[src/rtl/lf_edge_interval_capture_pkg.sv]
// Shared constants for the LF edge-interval capture block: default widths,
// record layout (level in the MSB above the count) and arming FSM encodings.
package lf_edge_interval_capture_pkg;

  localparam int unsigned LF_CNT_W   = 12;
  localparam int unsigned LF_FIFO_AW = 3;

  // Record layout: {level, count}; level sits at bit offset CNT_W.
  localparam int unsigned LF_REC_CNT_LSB = 0;

  localparam logic [0:0] ST_DISARMED = 1'b0;
  localparam logic [0:0] ST_ARMED    = 1'b1;

endpackage

[src/rtl/lf_edge_interval_capture_if.sv]
// Readout interface for the interval capture FIFO: head record, occupancy and
// sticky overflow towards the consumer, rd_ready back from it.
interface lf_edge_interval_capture_if
  import lf_edge_interval_capture_pkg::*;
#(
  parameter int unsigned CNT_W   = LF_CNT_W,
  parameter int unsigned FIFO_AW = LF_FIFO_AW
);

  logic               rd_valid;
  logic               rd_ready;
  logic               rd_level;
  logic [CNT_W-1:0]   rd_count;
  logic [FIFO_AW:0]   fifo_level;
  logic               overflow;

  modport master (
    output rd_valid,
    output rd_level,
    output rd_count,
    output fifo_level,
    output overflow,
    input  rd_ready
  );

  modport slave (
    input  rd_valid,
    input  rd_level,
    input  rd_count,
    input  fifo_level,
    input  overflow,
    output rd_ready
  );

endinterface

[src/rtl/lf_sync_fifo.sv]
// Single-clock FIFO with a registered head word, occupancy count and
// synchronous flush. Push and pop may coincide, including when full.
module lf_sync_fifo
  import lf_edge_interval_capture_pkg::*;
#(
  parameter int unsigned W  = LF_CNT_W + 1,
  parameter int unsigned AW = LF_FIFO_AW
) (
  input  logic          clk,
  input  logic          rst_n,
  input  logic          flush_i,
  input  logic          push_i,
  input  logic [W-1:0]  wdata_i,
  input  logic          pop_i,
  output logic [W-1:0]  rdata_o,
  output logic          valid_o,
  output logic          full_c_o,
  output logic [AW:0]   level_o
);

  localparam int unsigned DEPTH = 1 << AW;

  logic [W-1:0]  mem_q [DEPTH];
  logic [AW-1:0] wr_ptr_q, wr_ptr_d;
  logic [AW-1:0] rd_ptr_q, rd_ptr_d;
  logic [AW-1:0] rd_ptr_nxt;
  logic [AW:0]   cnt_q, cnt_d;
  logic [W-1:0]  head_q, head_d;
  logic          valid_q, valid_d;
  logic          full;
  logic          pop;
  logic          wr_en;

  // Next pointers, count and head; pop is only honoured while a record is visible.
  always_comb begin
    full       = (cnt_q == (AW+1)'(DEPTH));
    pop        = pop_i & valid_q & ~flush_i;
    wr_en      = push_i & (~full | pop) & ~flush_i;
    rd_ptr_nxt = rd_ptr_q + AW'(1);
    wr_ptr_d   = wr_ptr_q;
    rd_ptr_d   = rd_ptr_q;
    cnt_d      = cnt_q;
    head_d     = head_q;

    if (flush_i) begin
      wr_ptr_d = '0;
      rd_ptr_d = '0;
      cnt_d    = '0;
      head_d   = '0;
    end else begin
      if (wr_en) wr_ptr_d = wr_ptr_q + AW'(1);
      if (pop)   rd_ptr_d = rd_ptr_nxt;
      cnt_d = cnt_q + (AW+1)'(wr_en) - (AW+1)'(pop);
      // With one entry left the successor is the word being written this edge.
      if (pop) begin
        if (cnt_q > (AW+1)'(1))  head_d = mem_q[rd_ptr_nxt];
        else if (wr_en)          head_d = wdata_i;
      end else if ((cnt_q == '0) && wr_en) begin
        head_d = wdata_i;
      end
    end
    valid_d = (cnt_d != '0);
  end

  always_ff @(posedge clk or negedge rst_n) begin
    if (!rst_n) begin
      wr_ptr_q <= '0;
      rd_ptr_q <= '0;
      cnt_q    <= '0;
      head_q   <= '0;
      valid_q  <= 1'b0;
    end else begin
      wr_ptr_q <= wr_ptr_d;
      rd_ptr_q <= rd_ptr_d;
      cnt_q    <= cnt_d;
      head_q   <= head_d;
      valid_q  <= valid_d;
    end
  end

  always_ff @(posedge clk) begin
    if (wr_en) mem_q[wr_ptr_q] <= wdata_i;
  end

  assign rdata_o  = head_q;
  assign valid_o  = valid_q;
  assign full_c_o = full;
  assign level_o  = cnt_q;

endmodule

[src/rtl/lf_edge_interval_capture.sv]
// Measures clk cycles between successive lf_edge_detect edges and queues
// {level, interval} records for the readout consumer.
module lf_edge_interval_capture
  import lf_edge_interval_capture_pkg::*;
#(
  parameter int unsigned CNT_W   = LF_CNT_W,
  parameter int unsigned FIFO_AW = LF_FIFO_AW
) (
  input  logic                        clk,
  input  logic                        rst_n,
  input  logic                        enable_i,
  input  logic                        edge_state_i,
  input  logic                        edge_toggle_i,
  lf_edge_interval_capture_if.master  rd
);

  localparam int unsigned REC_W   = CNT_W + 1;
  localparam logic [CNT_W-1:0] CNT_MAX = '1;

  logic             toggle_q;
  logic             state_q;
  logic [0:0]       arm_q, arm_d;
  logic [CNT_W-1:0] cnt_q, cnt_d;
  logic             ovf_q, ovf_d;
  logic             evt;
  logic             push;
  logic [REC_W-1:0] fifo_rdata;
  logic             fifo_valid;
  logic             fifo_full;
  logic [FIFO_AW:0] fifo_level;

  assign evt = enable_i & (edge_toggle_i ^ toggle_q);

  // Arming FSM, saturating interval counter and sticky overflow.
  always_comb begin
    arm_d = arm_q;
    cnt_d = cnt_q;
    ovf_d = ovf_q;
    push  = 1'b0;

    if (!enable_i) begin
      arm_d = ST_DISARMED;
      cnt_d = '0;
      ovf_d = 1'b0;
    end else begin
      case (arm_q)
        ST_DISARMED: begin
          if (evt) begin
            arm_d = ST_ARMED;
            cnt_d = CNT_W'(1);
          end
        end
        ST_ARMED: begin
          if (evt) begin
            push  = 1'b1;
            cnt_d = CNT_W'(1);
          end else if (cnt_q != CNT_MAX) begin
            cnt_d = cnt_q + CNT_W'(1);
          end
        end
        default: arm_d = ST_DISARMED;
      endcase
      // A full FIFO only makes room when the consumer pops on this same edge.
      if (push && fifo_full && !rd.rd_ready) ovf_d = 1'b1;
    end
  end

  always_ff @(posedge clk or negedge rst_n) begin
    if (!rst_n) begin
      toggle_q <= 1'b0;
      state_q  <= 1'b0;
      arm_q    <= ST_DISARMED;
      cnt_q    <= '0;
      ovf_q    <= 1'b0;
    end else begin
      toggle_q <= edge_toggle_i;
      state_q  <= edge_state_i;
      arm_q    <= arm_d;
      cnt_q    <= cnt_d;
      ovf_q    <= ovf_d;
    end
  end

  lf_sync_fifo #(
    .W  (REC_W),
    .AW (FIFO_AW)
  ) u_fifo (
    .clk      (clk),
    .rst_n    (rst_n),
    .flush_i  (~enable_i),
    .push_i   (push),
    .wdata_i  ({state_q, cnt_q}),
    .pop_i    (rd.rd_ready),
    .rdata_o  (fifo_rdata),
    .valid_o  (fifo_valid),
    .full_c_o (fifo_full),
    .level_o  (fifo_level)
  );

  assign rd.rd_valid   = fifo_valid;
  assign rd.rd_level   = fifo_rdata[CNT_W];
  assign rd.rd_count   = fifo_rdata[CNT_W-1:LF_REC_CNT_LSB];
  assign rd.fifo_level = fifo_level;
  assign rd.overflow   = ovf_q;

endmodule

[src/flat_wrapper.sv]
// flat-port wrapper written by rule: the top's interface ports become plain ports
module lf_edge_interval_capture_flat import lf_edge_interval_capture_pkg::*;
#(
  parameter int unsigned CNT_W   = LF_CNT_W,
  parameter int unsigned FIFO_AW = LF_FIFO_AW
)
  (clk, rst_n, enable_i, edge_state_i, edge_toggle_i, rd_rd_valid, rd_rd_level, rd_rd_count, rd_fifo_level, rd_overflow, rd_rd_ready);
  lf_edge_interval_capture_if #(.CNT_W(CNT_W), .FIFO_AW(FIFO_AW)) rd_i ();
  input  logic clk;
  input  logic rst_n;
  input  logic enable_i;
  input  logic edge_state_i;
  input  logic edge_toggle_i;
  output wire logic [$bits(rd_i.rd_valid)-1:0] rd_rd_valid;
  output wire logic [$bits(rd_i.rd_level)-1:0] rd_rd_level;
  output wire logic [$bits(rd_i.rd_count)-1:0] rd_rd_count;
  output wire logic [$bits(rd_i.fifo_level)-1:0] rd_fifo_level;
  output wire logic [$bits(rd_i.overflow)-1:0] rd_overflow;
  input wire logic [$bits(rd_i.rd_ready)-1:0] rd_rd_ready;
  assign rd_rd_valid = rd_i.rd_valid;
  assign rd_rd_level = rd_i.rd_level;
  assign rd_rd_count = rd_i.rd_count;
  assign rd_fifo_level = rd_i.fifo_level;
  assign rd_overflow = rd_i.overflow;
  assign rd_i.rd_ready = rd_rd_ready;
  lf_edge_interval_capture #(.CNT_W(CNT_W), .FIFO_AW(FIFO_AW)) u_core (.clk(clk), .rst_n(rst_n), .enable_i(enable_i), .edge_state_i(edge_state_i), .edge_toggle_i(edge_toggle_i), .rd(rd_i));
endmodule
[config.mk]
export PLATFORM = sky130hd
export DESIGN_NAME = lf_edge_interval_capture_flat
export DESIGN_NICKNAME = d
export VERILOG_FILES = /design/src/rtl/lf_edge_interval_capture_pkg.sv /design/src/rtl/lf_edge_interval_capture_if.sv /design/src/rtl/lf_sync_fifo.sv /design/src/rtl/lf_edge_interval_capture.sv /design/src/flat_wrapper.sv
export SDC_FILE = /design/constraint.sdc
export NUM_CORES = 1
export LEC_CHECK = 0
export ABC_AREA = 0
export BUFFER_PORTS_ARGS = -buffer_cell sky130_fd_sc_hd__clkbuf_2
export CORE_UTILIZATION = 30
export CTS_CLUSTER_DIAMETER = 60
export CTS_CLUSTER_SIZE = 40
export DETAILED_ROUTE_END_ITERATION = 12
export GPL_ROUTABILITY_DRIVEN = 0
export SLEW_MARGIN = 30
export SYNTH_ARGS = -nofsm -noshare
export SYNTH_HDL_FRONTEND = slang
export SYNTH_SLANG_ARGS = --single-unit
[constraint.sdc]
create_clock -name clk -period 3.76 [get_ports clk]
set_input_delay 0.376 -clock clk [delete_from_list [all_inputs] [get_ports clk]]
set_output_delay 0.376 -clock clk [all_outputs]
set_load 0.05 [all_outputs]
Word-level counts from Yosys, hierarchy flattened
Memory sizes are Yosys's and may differ from the RTL's. Index checks and enable logic that the tools add are counted.

Reduce and logical (&&, ||, !) cells: 8. Bitwise logic cells: 9. Order comparisons: 1. Add/subtract/negate cells: 5. Eq/ne operators: 9. Multiplexer cells: 25.

Operators by type and width (count): 13-bit two-way mux (5); 12-bit two-way mux (4); 12-bit one-hot mux with 2 select lines (1); 12-bit by 1-bit adder with 12-bit output, second input constant (1); 3-bit two-way mux (4); 12-bit inequality test, second input constant (1); 1-bit two-way mux (10); 3-bit by 1-bit adder with 3-bit output, second input constant (2); 2-bit by 1-bit inequality test with 1-bit output, second input constant (3); 1-bit AND (5); 4-bit by 1-bit adder with 4-bit output (1); 4-bit equality test, second input constant (1); 4-bit by 1-bit greater-than comparator with 1-bit output, second input constant (1); 4-bit zero test (1); 4-bit two-way mux (1); 4-bit by 2-bit inequality test with 1-bit output, second input constant (1); 4-bit inequality test, second input constant (1); 2-bit AND reduction (2); 4-bit nonzero test (1); 4-bit by 1-bit subtractor with 4-bit output (1); 1-bit logical AND (3); 3-bit by 1-bit inequality test with 1-bit output, second input constant (1); 3-bit by 2-bit inequality test with 1-bit output, second input constant (1); 1-bit inverter (2); 3 further kinds (3).

Memories: 1. Input bits: 6. Bits in registers: 40. Memory bits (writable): 104.

Memory list: u_core.u_fifo.mem_q (words 8, width 13, rd ports 1, clocked after memory_dff 0, write ports 1, RTL line lf_sync_fifo.sv:23) `logic [W-1:0] mem_q [DEPTH];`.

Depth between registers and ports, before layout
Depth in word-level cells: 12. Gate-level depth with buffers: 12. Mapped depth without buffers: 12.

Hierarchy
From an unflattened synthesis, not the netlist that was laid out.

Cells, all modules: 461. Area, all modules: 6274.8 µm².

By module, submodules not included: lf_sync_fifo (instances 1, cells an instance 376, area an instance 5436.5 µm², seq. area each 3723.6 µm²); lf_edge_interval_capture (instances 1, cells an instance 85, area an instance 838.3 µm², seq. area each 400.4 µm²).

Least setup slack after synthesis
No wires, ideal clock.

Path type: flip-flop to flip-flop. From: register u_core.u_fifo.cnt_q[2], in the netlist u_core.u_fifo.level_o[2]. To: register u_core.u_fifo.valid_q, in the netlist u_core.u_fifo.valid_o. Arrival time: 2.978 ns. Cell stages (with the launch flop): 11. Period minus slack after synthesis: 3.108 ns. Required time: 3.631 ns. Path slack: 0.652 ns. Path through: dfrtp_1 -> inv_1 -> ha_1 -> or3b_2 -> o2111a_1 -> inv_1 -> ha_1 -> inv_1 -> ha_1 -> fa_1 -> o41a_1.

Cells in the longest elaborated chain, start to end: 9.

Ends and longest elaborated chain: from (decl) (RTL line lf_sync_fifo.sv:27) `logic [AW:0] cnt_q, cnt_d;`; from (signal assigned) (RTL line lf_sync_fifo.sv:75) `cnt_q <= cnt_d;`; 4-bit equality test (RTL line lf_sync_fifo.sv:36) `full = (cnt_q == (AW+1)'(DEPTH));`; 1-bit inverter (RTL line lf_sync_fifo.sv:38) `wr_en = push_i & (~full | pop) & ~flush_i;`; 1-bit bitwise OR (RTL line lf_sync_fifo.sv:38); 1-bit AND (2 in series) (RTL line lf_sync_fifo.sv:38); 4-bit by 1-bit adder with 4-bit output (*) (RTL line lf_sync_fifo.sv:53) `cnt_d = cnt_q + (AW+1)'(wr_en) - (AW+1)'(pop);`; 4-bit by 1-bit subtractor with 4-bit output (*) (RTL line lf_sync_fifo.sv:53); 4-bit two-way mux (*) (RTL line lf_sync_fifo.sv:45) `if (flush_i) begin`; 4-bit nonzero test (*) (RTL line lf_sync_fifo.sv:62) `valid_d = (cnt_d != '0);`; named net u_core.u_fifo.valid_d (RTL line lf_sync_fifo.sv:29) `logic valid_q, valid_d;`; to (signal assigned) (RTL line lf_sync_fifo.sv:77) `valid_q <= valid_d;`; to (decl) (RTL line lf_sync_fifo.sv:29).

Mark *: on every way through the listed nets, which the timed path passes. The rest lies on a longest branch. A chain may end at the register's enable or synchronous reset.

Worst setup path after layout
Ends and elaborated chain as after synthesis.

==> impl_summary.txt <==
----------------------------------------------------
[Status]
  Result of the run ... complete, no violations

[Critical path]
  Required time reported for the critical path endpoint ... 4050 ps
  Setup CP Type ... reg2reg
  Launching element type of the critical path ... flop
  Worst setup EP type ... flop
  Data arrival time of the critical path ... 3340 ps
  Critical path peak fanout ... 5

[Clock network]
  CTS Root Buffer Type ... sky130_fd_sc_hd__clkbuf_16
  Clk_lat worst skew ... 420 ps
  Clock sink count ... ~140
  Post CTS Setup Buffer Count ... 0
  Clock-pin slew reported for the worst setup and hold paths after clock tree synthesis ... 60 ps
  TritonCTS clock tree ... done
  CTS buffer count ... 17
  Max clock buf depth ... 2
  Post_cts resized ... 0
  # H-tree levels ... 4

[Power and ir drop]
  Leakage power of the design ... between 2 and 3 nW
  Tot Pwr ... about 0.0044 W
  Ratio of total power to cell area ... 602 nW/um2
  Worst ir drop on vdd ... between 0.0002 and 0.0003 V

[Global route]
  Via count of the first global-routing pass ... between 3000 and 4000
  Antenna violations before repair ... 0
  Overall overflow remaining after global route ... 0
  All-Layer GR Usage ... 0.127
  First-pass GRT wire length ... 20300 um
  Maximum number of pins on one net before global-route repair ... 34

[Placed design]
  Port Buffers ... 24
  Minimum setup slack after placement ... 744 ps
  Placed cell area ... 6640 um2
  Final HPWL DP ... 7700 um

[Logic synthesis]
  Flops & latches, synth ... around 140
  Cell area after synthesis ... slightly above 6000 um2
  Synthesized area divided by synthesized cell count ... approximately 16 um2
  Sequential fraction of the synthesis area ... 0.671
  Unique masters post-synth ... 47
  Top_reg_cell synth ... sky130_fd_sc_hd__edfxtp_1
  Post-synth EDFFs ... approximately 100
  Fraction of registers with async set or reset after synthesis ... 0.278
  Post-synthesis instance total ... approximately 380
  Post-synthesis net count ... about 390
  Yosys warns ... 0

[Route]
  Post-detailed-route DRC marker count ... 0
  Vias ... 3425
  Via-to-Cell Ratio ... a little under 5
  DRC marker count from the first detailed-route iteration ... around 360
  Wire length per cell after detailed routing ... 18.0 um
  Routed wire length ... between 10000 and 15000 um
  1st-pass router iterations ... 4
  Detail Route Antenna Nets ... 0

[STA]
  Relative slew margins ... 0.513
  Final setup violation count ... 0
  Post-route clock skew ... between 8 and 9 ps
  Period minus WS final ... around 3000 ps
  Max-slew violation count ... 0
  Worst setup margin ... slightly above 700 ps
  F_max ... approximately 0.33 GHz
  Final cycle utilization of the critical path ... 0.810
  RSZ-0062 raised after global routing ... no
  Sum of negative setup slack ... 0 ps
  Endpoints failing hold ... 0
  Actual transition at the worst max-transition pin ... roughly 730 ps

[Finish]
  Most common cell after layout, fill and taps aside ... sky130_fd_sc_hd__edfxtp_1
  Count of fill cells added during filler insertion ... around 1900
  Highest-count cells in the layout ignoring fill and taps ... sky130_fd_sc_hd__edfxtp_1 (104), sky130_fd_sc_hd__nand2_1 (54), sky130_fd_sc_hd__dfrtp_1 (40), sky130_fd_sc_hd__mux4_1 (26), sky130_fd_sc_hd__clkbuf_2 (24)
  Antenna cells ... 0
  Utilization after layout ... 0.369
  Area growth, synth to finish ... 18.7%
  Final Cell Area ... between 7000 and 8000 um2
  Ratio of cells with drive above 1 in the final layout ... 0.212
  # nets final ... ~440
  Footprint of the multi-input gates ... approximately 1900 um2
  Storage cell area ... just over 4000 um2

[Die]
  Area of the core ... just under 20000 um2
  Die span in x ... 145 um
  Number of top-level pins ... 25
  Number of rows in the core area ... 51
  Initial cell density of the core ... 0.311
  Die Y-Extent ... between 100 and 150 um
  Die Outline Area ... around 21000 um2

[Min path]
  Class of the worst hold path ... in2reg

[Job]
  Max-Cap Viols ... 0

----------------------------------------------------
Yosys cell counts, drive strengths merged (2+ instances only):
| master | instances | area share |
|---|---|---|
| a21oi | 9 | 0.0073 |
| and2 | 6 | 0.0061 |
| and4 | 2 | 0.0029 |
| buf | 12 | 0.013 |
| clkbuf | 5 | 0.0031 |
| dfrtp | 40 | 0.16 |
| edfxtp | 104 | 0.51 |
| ha | 9 | 0.018 |
| inv | 7 | 0.0043 |
| mux2 | 13 | 0.024 |
| mux2i | 3 | 0.0049 |
| mux4 | 26 | 0.11 |
| nand2 | 54 | 0.033 |
| nand2b | 2 | 0.0020 |
| nand3 | 6 | 0.0057 |
| nand4 | 3 | 0.0031 |
| nor2 | 14 | 0.0085 |
| nor3 | 6 | 0.0049 |
| nor3b | 5 | 0.0061 |
| nor4b | 3 | 0.0053 |
| o211ai | 13 | 0.016 |
| o21a | 2 | 0.0024 |
| o21ai | 4 | 0.0033 |
| o31ai | 2 | 0.0047 |
| or3 | 3 | 0.0031 |
| or4 | 2 | 0.0024 |
| xnor2 | 2 | 0.0029 |
| xor2 | 7 | 0.010 |
power by group:
group / switching, W / internal, W
logic: 0.000454 / 0.000310
registers: 0.0000480 / 0.00175
clock network: 0.000620 / 0.00121
total: 0.00112 / 0.00327
sequential cells by signal, indices dropped and copies added (netlist names), 3 cells and up:
register / flops
u_core.u_fifo.mem_q: 104
u_core.u_fifo.rd_ptr_q: 3
u_core.u_fifo.rdata_o: 13
u_core.u_fifo.level_o: 4
u_core.u_fifo.wr_ptr_q: 3
u_core.cnt_q: 12
routing by layer:
layer,routed length (um),up-vias,track usage
li1,-,1558,-
met1,5680,1800,0.161
met2,6210,50,0.210
met3,422,17,0.0289
met4,242,0,0.0505
met5,0,-,0
stage by stage:
| step | hold WS [ps] | cells |
|---|---|---|
| after floorplan | 80.4 | 378 |
| after global placement | 255 | 665 |
| after detailed placement | 257 | 665 |
| after CTS | 53.2 | 698 |
| after global routing | 44.8 | 698 |
| final | 64.4 | 698 |
worst paths after layout:
kind / from / end / slack (ps) / cells after the start
worst max-delay path: u_core.u_fifo.level_o[2] / u_core.u_fifo.valid_o / 720 / 10
worst min-delay path: edge_state_i / u_core.state_q / 60 / 1
worst max register to register: u_core.u_fifo.level_o[2] / u_core.u_fifo.valid_o / 720 / 10
worst min register to register: u_core.rd.overflow / u_core.rd.overflow / 490 / 1
max in group asynchronous: rst_n / u_core.u_fifo.rdata_o[9] / 2670 / 3
min in group asynchronous: rst_n / u_core.u_fifo.rdata_o[1] / 350 / 2
area by class of cell:
class                      count  share of cell area
inverter                       7             0.00360
clock buffer                  22              0.0636
clock inverter                10              0.0252
multi-input combinational    210               0.264
tap                          265              0.0454
timing repair buffer          40              0.0333
sequential                   144               0.565
cells by family (layout without fill, tap and decap cells):
group / Yosys count / after routing / synth area share
XOR/XNOR: 9 / 9 / 0.0128
AND/OR/NAND/NOR: 110 / 110 / 0.0875
adder cells (fa/ha/maj): 10 / 10 / 0.0216
buffers and inverters: 24 / 79 / 0.0206
flip-flops: 144 / 144 / 0.671
AO/OA/AOI/OAI: 39 / 39 / 0.0468
multiplexers: 42 / 42 / 0.140
worst max-delay path, stage by stage, from the launching register on:
cell                       delay, ps
sky130_fd_sc_hd__dfrtp_1         370
sky130_fd_sc_hd__inv_1           100
sky130_fd_sc_hd__ha_1            190
sky130_fd_sc_hd__or3b_2          470
sky130_fd_sc_hd__o2111a_1        310
sky130_fd_sc_hd__inv_1           110
sky130_fd_sc_hd__ha_1            230
sky130_fd_sc_hd__inv_1            50
sky130_fd_sc_hd__ha_1            190
sky130_fd_sc_hd__fa_1            450
sky130_fd_sc_hd__o41a_1          440
timing repair:
action / in CTS / in global routing
hold endpoints to repair: 7 / 0
hold buffers: 1 / 0
setup endpoints to repair: 0 / 0
Note: power is estimated with default switching activity, not from simulation.
